--- config.mk ---
export PLATFORM = sky130hd
export DESIGN_NAME = regfile_multiport
export DESIGN_NICKNAME = d
export VERILOG_FILES = /design/src/rtl/rf_pkg.sv /design/src/rtl/regfile_read_port.sv /design/src/rtl/regfile_multiport.sv
export SDC_FILE = /design/constraint.sdc
export NUM_CORES = 2
export LEC_CHECK = 0
export CAP_MARGIN = 20
export CORE_MARGIN = 8
export CORE_UTILIZATION = 45
export DETAILED_ROUTE_END_ITERATION = 10
export PLACE_DENSITY_LB_ADDON = 0.15
export SLEW_MARGIN = 10
export SYNTH_ARGS = -nofsm -noshare
export SYNTH_HDL_FRONTEND = slang
export SYNTH_HIERARCHICAL = 1
export SYNTH_SLANG_ARGS = --single-unit
--- constraint.sdc ---
create_clock -name clk -period 1.4 [get_ports clk]
set_input_delay 0.14 -clock clk [delete_from_list [all_inputs] [get_ports clk]]
set_output_delay 0.14 -clock clk [all_outputs]
set_load 0.05 [all_outputs]
--- src/rtl/rf_pkg.sv ---
// ---------------------------------------------------------------------------
// rf_pkg
// Shared constants and helpers for the multi-port register file.
//   RF_DATA_W / RF_DEPTH / RF_NUM_RD : default geometry (32 x 32, two reads)
//   slice_lo()                       : low bit of slice <idx> in a packed bus
//                                      made of equal <width>-bit fields
// ---------------------------------------------------------------------------
package rf_pkg;

    localparam int RF_DATA_W = 32;
    localparam int RF_DEPTH  = 32;
    localparam int RF_NUM_RD = 2;

    function automatic int slice_lo(input int idx, input int width);
        return idx * width;
    endfunction

endpackage

--- src/rtl/regfile_read_port.sv ---
// ---------------------------------------------------------------------------
// regfile_read_port
// One synchronous read port of regfile_multiport. Selects the addressed
// register (with zero-register and write-bypass handling), derives the busy
// flag from the scoreboard and registers both when re_i is high.
// Ports:
//   clk, reset_n  : clock, asynchronous active-low reset
//   re_i          : read enable (captures data/busy at the rising edge)
//   raddr_i       : register address for this port
//   we_i, waddr_i, wdata_i : same-cycle write, used for bypass / busy hiding
//   regs_flat_i   : all registers, register r at [r*DATA_W +: DATA_W]
//   pending_i     : scoreboard vector
//   rdata_o       : registered read data
//   rbusy_o       : registered pending flag for raddr_i
// ---------------------------------------------------------------------------
module regfile_read_port
    import rf_pkg::*;
#(
    parameter int DATA_W   = RF_DATA_W,
    parameter int DEPTH    = RF_DEPTH,
    parameter int ADDR_W   = $clog2(DEPTH),
    parameter int ZERO_REG = 1,
    parameter int BYPASS   = 1
) (
    input  logic                    clk,
    input  logic                    reset_n,
    input  logic                    re_i,
    input  logic [ADDR_W-1:0]       raddr_i,
    input  logic                    we_i,
    input  logic [ADDR_W-1:0]       waddr_i,
    input  logic [DATA_W-1:0]       wdata_i,
    input  logic [DEPTH*DATA_W-1:0] regs_flat_i,
    input  logic [DEPTH-1:0]        pending_i,
    output logic [DATA_W-1:0]       rdata_o,
    output logic                    rbusy_o
);

    logic [DATA_W-1:0] rdata_d, rdata_q;
    logic              rbusy_d, rbusy_q;
    logic              wr_hit;

    assign wr_hit = we_i && (waddr_i == raddr_i);

    // Priority: zero register, then bypassed write data, then stored value.
    always_comb begin
        rdata_d = regs_flat_i[slice_lo(int'(raddr_i), DATA_W) +: DATA_W];
        if ((BYPASS != 0) && wr_hit) begin
            rdata_d = wdata_i;
        end
        if ((ZERO_REG != 0) && (raddr_i == '0)) begin
            rdata_d = '0;
        end
    end

    // A writeback landing this cycle retires the pending producer, so the
    // reader should not stall on it (matches the bypassed data).
    always_comb begin
        rbusy_d = pending_i[raddr_i] & ~wr_hit;
    end

    always_ff @(posedge clk or negedge reset_n) begin
        if (!reset_n) begin
            rdata_q <= '0;
            rbusy_q <= 1'b0;
        end else if (re_i) begin
            rdata_q <= rdata_d;
            rbusy_q <= rbusy_d;
        end
    end

    assign rdata_o = rdata_q;
    assign rbusy_o = rbusy_q;

endmodule

--- src/rtl/regfile_multiport.sv ---
// ---------------------------------------------------------------------------
// regfile_multiport
// Register file with NUM_RD synchronous read ports, one write port and a
// per-register pending scoreboard for decode-stage hazard detection.
// Ports:
//   clk, reset_n       : clock, asynchronous active-low reset
//   re                 : read enable shared by all read ports
//   raddr              : packed read addresses, port k at [k*ADDR_W +: ADDR_W]
//   rdata              : packed registered read data, port k at [k*DATA_W +: DATA_W]
//   rvalid             : rdata/rbusy were updated by the last edge
//   rbusy              : per-port registered pending flag
//   we, waddr, wdata   : write port
//   pend_set, pend_addr: mark a register as awaiting writeback
//   pending            : scoreboard vector straight from the flops
//
// Read handshake: there is no back-pressure. Sampling re=1 at edge t
// loads rdata/rbusy at t and raises rvalid for exactly the following cycle;
// with re=0 rdata/rbusy hold and rvalid is 0.
// ---------------------------------------------------------------------------
module regfile_multiport
    import rf_pkg::*;
#(
    parameter  int DATA_W   = RF_DATA_W,
    parameter  int DEPTH    = RF_DEPTH,
    parameter  int NUM_RD   = RF_NUM_RD,
    parameter  int ZERO_REG = 1,
    parameter  int BYPASS   = 1,
    localparam int ADDR_W   = $clog2(DEPTH)
) (
    input  logic                     clk,
    input  logic                     reset_n,
    input  logic                     re,
    input  logic [NUM_RD*ADDR_W-1:0] raddr,
    output logic [NUM_RD*DATA_W-1:0] rdata,
    output logic                     rvalid,
    output logic [NUM_RD-1:0]        rbusy,
    input  logic                     we,
    input  logic [ADDR_W-1:0]        waddr,
    input  logic [DATA_W-1:0]        wdata,
    input  logic                     pend_set,
    input  logic [ADDR_W-1:0]        pend_addr,
    output logic [DEPTH-1:0]         pending
);

    logic [DATA_W-1:0]       mem_q [DEPTH];
    logic [DEPTH*DATA_W-1:0] regs_flat;
    logic [DEPTH-1:0]        pending_d, pending_q;
    logic                    rvalid_q;
    logic                    wr_en;

    // ---------------- storage and write port ----------------
    assign wr_en = we && !((ZERO_REG != 0) && (waddr == '0));

    always_ff @(posedge clk or negedge reset_n) begin
        if (!reset_n) begin
            for (int r = 0; r < DEPTH; r++) begin
                mem_q[r] <= '0;
            end
        end else if (wr_en) begin
            mem_q[waddr] <= wdata;
        end
    end

    for (genvar g = 0; g < DEPTH; g++) begin : g_flat
        assign regs_flat[slice_lo(g, DATA_W) +: DATA_W] = mem_q[g];
    end

    // ---------------- scoreboard ----------------
    // Set is applied after clear so a new producer issued in the same cycle
    // as the previous producer's writeback keeps the register pending.
    always_comb begin
        pending_d = pending_q;
        if (we) begin
            pending_d[waddr] = 1'b0;
        end
        if (pend_set) begin
            pending_d[pend_addr] = 1'b1;
        end
        if (ZERO_REG != 0) begin
            pending_d[0] = 1'b0;
        end
    end

    always_ff @(posedge clk or negedge reset_n) begin
        if (!reset_n) begin
            pending_q <= '0;
        end else begin
            pending_q <= pending_d;
        end
    end

    assign pending = pending_q;

    // ---------------- read ports ----------------
    always_ff @(posedge clk or negedge reset_n) begin
        if (!reset_n) begin
            rvalid_q <= 1'b0;
        end else begin
            rvalid_q <= re;
        end
    end

    assign rvalid = rvalid_q;

    for (genvar k = 0; k < NUM_RD; k++) begin : g_rd
        regfile_read_port #(
            .DATA_W   (DATA_W),
            .DEPTH    (DEPTH),
            .ADDR_W   (ADDR_W),
            .ZERO_REG (ZERO_REG),
            .BYPASS   (BYPASS)
        ) u_port (
            .clk         (clk),
            .reset_n     (reset_n),
            .re_i        (re),
            .raddr_i     (raddr[slice_lo(k, ADDR_W) +: ADDR_W]),
            .we_i        (we),
            .waddr_i     (waddr),
            .wdata_i     (wdata),
            .regs_flat_i (regs_flat),
            .pending_i   (pending_q),
            .rdata_o     (rdata[slice_lo(k, DATA_W) +: DATA_W]),
            .rbusy_o     (rbusy[k])
        );
    end

endmodule

==> impl_metrics.ini <==
[place]
dp.cells = 5754
dpl.hpwl_um = 126000
routabilityCongestion = 0.837
portBuffers = 154

[final_layout]
final_common_cell = dfrtp_1
antennaDiodeCount = 0
most-common-layout-cells = dfrtp_1, mux2_2, mux4_2
instances_no_fill = 6040
nets = 4252
drive_gt1_share_pct = 62.7
post-route-util_pct = 56.5
areaGrowthSynthToFinish_pct = 25.3

[synthesis]
avgSynthCellArea_sq_um = 15.6
syn_inst = 3772
synthArstFlopShare_pct = 100
synth_edf_count = 0
synth-seq-cells = 1122
syn_area_sq_um = 59000
ys_warn_count = 6
ys_types = 48
synth-main-ff-cell = dfrtp_1
seq_area_frac_synth_pct = 47.6

[setup_path]
required_ns = 2.02
r2r-end = g_rd[0].u_port/rdata_o[3]
slowest_stage = mux4_2
crit_chain = mux4_2 > mux4_2 > clkinv_2 > o221ai_2
endpoint = g_rd[0].u_port/rdata_o[3]
worst-path-buf-inv = 1
crit_path_start_kind = flop
r2r_start = mem_q[835]
crit_type = reg2reg
rrSetupSlack_ns = -0.32
cpLargestDelayFamily = multiplexers
worstPathMaxFanout = 3
path_common_cell = mux4_2
reg2regPathDepth = 4
startpoint = mem_q[835]
arrival_ns = 2.34
cpPeakStageDelay_ns = 0.53
end_kind = flop
cp.depth = 4

[global_routing]
track_usage_pct = 26.7
grt_max_degree = 98
grt_pass1_vias = 39872
grt_antenna_before_repair = 0
grt-ovfl-total = 0
grt_pass1_wl_um = 282000

[clock_tree]
clkTransAtPathRegs_ns = 0.06
numCtsBuffers = 131
cts_tree = yes
clk_latency_ns = 0.76
cts_root_buffer = clkbuf_16
cts_sinks = 1122
cts-htree-levels = 4
clock_path_buffers = 3

[run_status]
outcome = complete, but fails checks
violations = setup timing

[detailed_routing]
post-route-drc-count = 0
drt-vias-per-instance = 6.33
wl_um = 190000
drt_iter0_markers = 3345
drtPass1Iterations = 5
ant_nets = 0
routedWlPerCell_um = 31.4
vias = 38259

[timing]
relSlewSlack_pct = 47.8
hold_viol = 0
fin_worst_skew_ns = 0.0243
period_minus_slack_ns = 1.72
tns_ns = -28.78
fin_ws_ns = -0.318
setup_violations = 164
rsz0062_at_grt = true
finalCritPeriodShare_pct = 123
maxSlewViolCount = 0
worstMarginPinSlew_ns = 0.782
max_freq_ghz = 0.582

[die]
rows = 133
die_y_um = 378
die_area_sq_um = 143000
fp.coreArea_sq_um = 131000
top_level_ports = 156
die_x_um = 378
initial_core_util_pct = 45.1

[pwr]
powerDensity_nw_per_um2 = 1420
peakVddDrop_mv = 1.15
p_leak_nw = 31.7

[run]
cap_violations = 0

[min_path]
hold_class = in2reg
sequential cells by signal (all words and copies together), names as in the netlist:
signal,cells
g_rd.u_port/rbusy_o,2
g_rd.u_port/rdata_o,64
mem_q,1024
pending,31
rvalid,1
final cells by class:
class / instances / area [sq um]
fill: 10332 / 56900
multi-input combinational: 2143 / 29300
sequential: 1122 / 28100
timing repair buffer: 728 / 9720
clock buffer: 198 / 3940
tap: 1755 / 2200
inverter: 69 / 344
clock inverter: 25 / 293
metal layers:
layer	global-route usage (%)	wire length, um	up-vias
li1	-	-	15575
met1	38.8	83400	20978
met2	40.5	86600	1390
met3	6.19	14300	316
met4	7.54	5060	0
met5	0	0	-
worst min-delay path, cell delays in order:
cell	delay (ns)
buf_4	0.14
buf_4	0.14
buf_12	0.16
o221ai_2	0.07
a41o_1	0.14
Yosys cell counts, drive strengths merged, types with 2 or more instances:
cell / n / area [sq um]
dfrtp: 1122 / 28100
mux2: 996 / 11200
mux4: 590 / 13300
clkbuf: 226 / 848
buf: 214 / 1270
a22o: 140 / 1230
nor2: 82 / 308
nor2b: 72 / 450
o221ai: 66 / 578
a41oi: 64 / 561
clkinv: 62 / 233
o21ai: 25 / 125
nand2: 24 / 90.1
nand3: 8 / 50.1
inv: 7 / 26.3
nand2b: 6 / 37.5
nand3b: 6 / 45.0
o2bb2ai: 6 / 52.6
xor2: 6 / 52.6
a31o: 4 / 35.0
and2: 4 / 25.0
mux2i: 4 / 40.0
nor3: 4 / 47.5
nor3b: 4 / 30.0
xnor2: 4 / 35.0
nand4b: 3 / 32.5
or3: 3 / 18.8
a41o: 2 / 20.0
nor4bb: 2 / 20.0
o211ai: 2 / 15.0
o221a: 2 / 22.5
o22ai: 2 / 12.5
o311a: 2 / 20.0
logic make-up after synthesis:
kind of cell,count (synthesis),synth area share [%]
xor gates and xnor gates,10,0.148
AOI/OAI and AO/OA,315,4.52
and+or+nand+nor,225,2.07
DFF,1122,47.6
other,1,0.00636
muxes,1590,41.6
buffers and inverters,509,4.04
power breakdown:
| part | switching (W) | total (W) | leakage [nW] | internal [W] |
|---|---|---|---|---|
| registers | 0.00500 | 0.0438 | 14.3 | 0.0388 |
| logic | 0.0111 | 0.0273 | 15.3 | 0.0162 |
| clock network | 0.0138 | 0.0342 | 2.09 | 0.0204 |
metrics by stage:
stage	setup WS, ns	cell area, sq um	total power [W]	hold WS (ns)
2_1_floorplan	-0.370	59500	0.0594	-0.156
3_3_place_gp	-1.04	68500	0.0696	0.302
3_5_place_dp	-1.04	68500	0.0703	0.294
6_report	-0.318	73900	0.105	0.0876
4_1_cts	-0.309	73700	0.106	0.0379
5_1_grt	-0.359	73900	0.110	0.107
timing repair:
item,CTS,global route
gates resized for setup,163,22
setup endpoints to repair,659,381
hold buffers,2,0
hold endpoints to repair,1124,0
pin swaps,6,4
setup buffers,47,18
gates cloned,1,0
worst min path at each step:
stage	start	end	depth (start not counted)
finish	raddr[4]	g_rd[0].u_port/rbusy_o	5
global placement	reset_n	mem_q[507]	2
global route	raddr[4]	g_rd[0].u_port/rbusy_o	5
detailed placement	reset_n	pending[9]	2
CTS	raddr[4]	g_rd[0].u_port/rbusy_o	5
floorplan	reset_n	g_rd[0].u_port/rbusy_o	0
No activity file was read; power rests on OpenSTA's default activity.
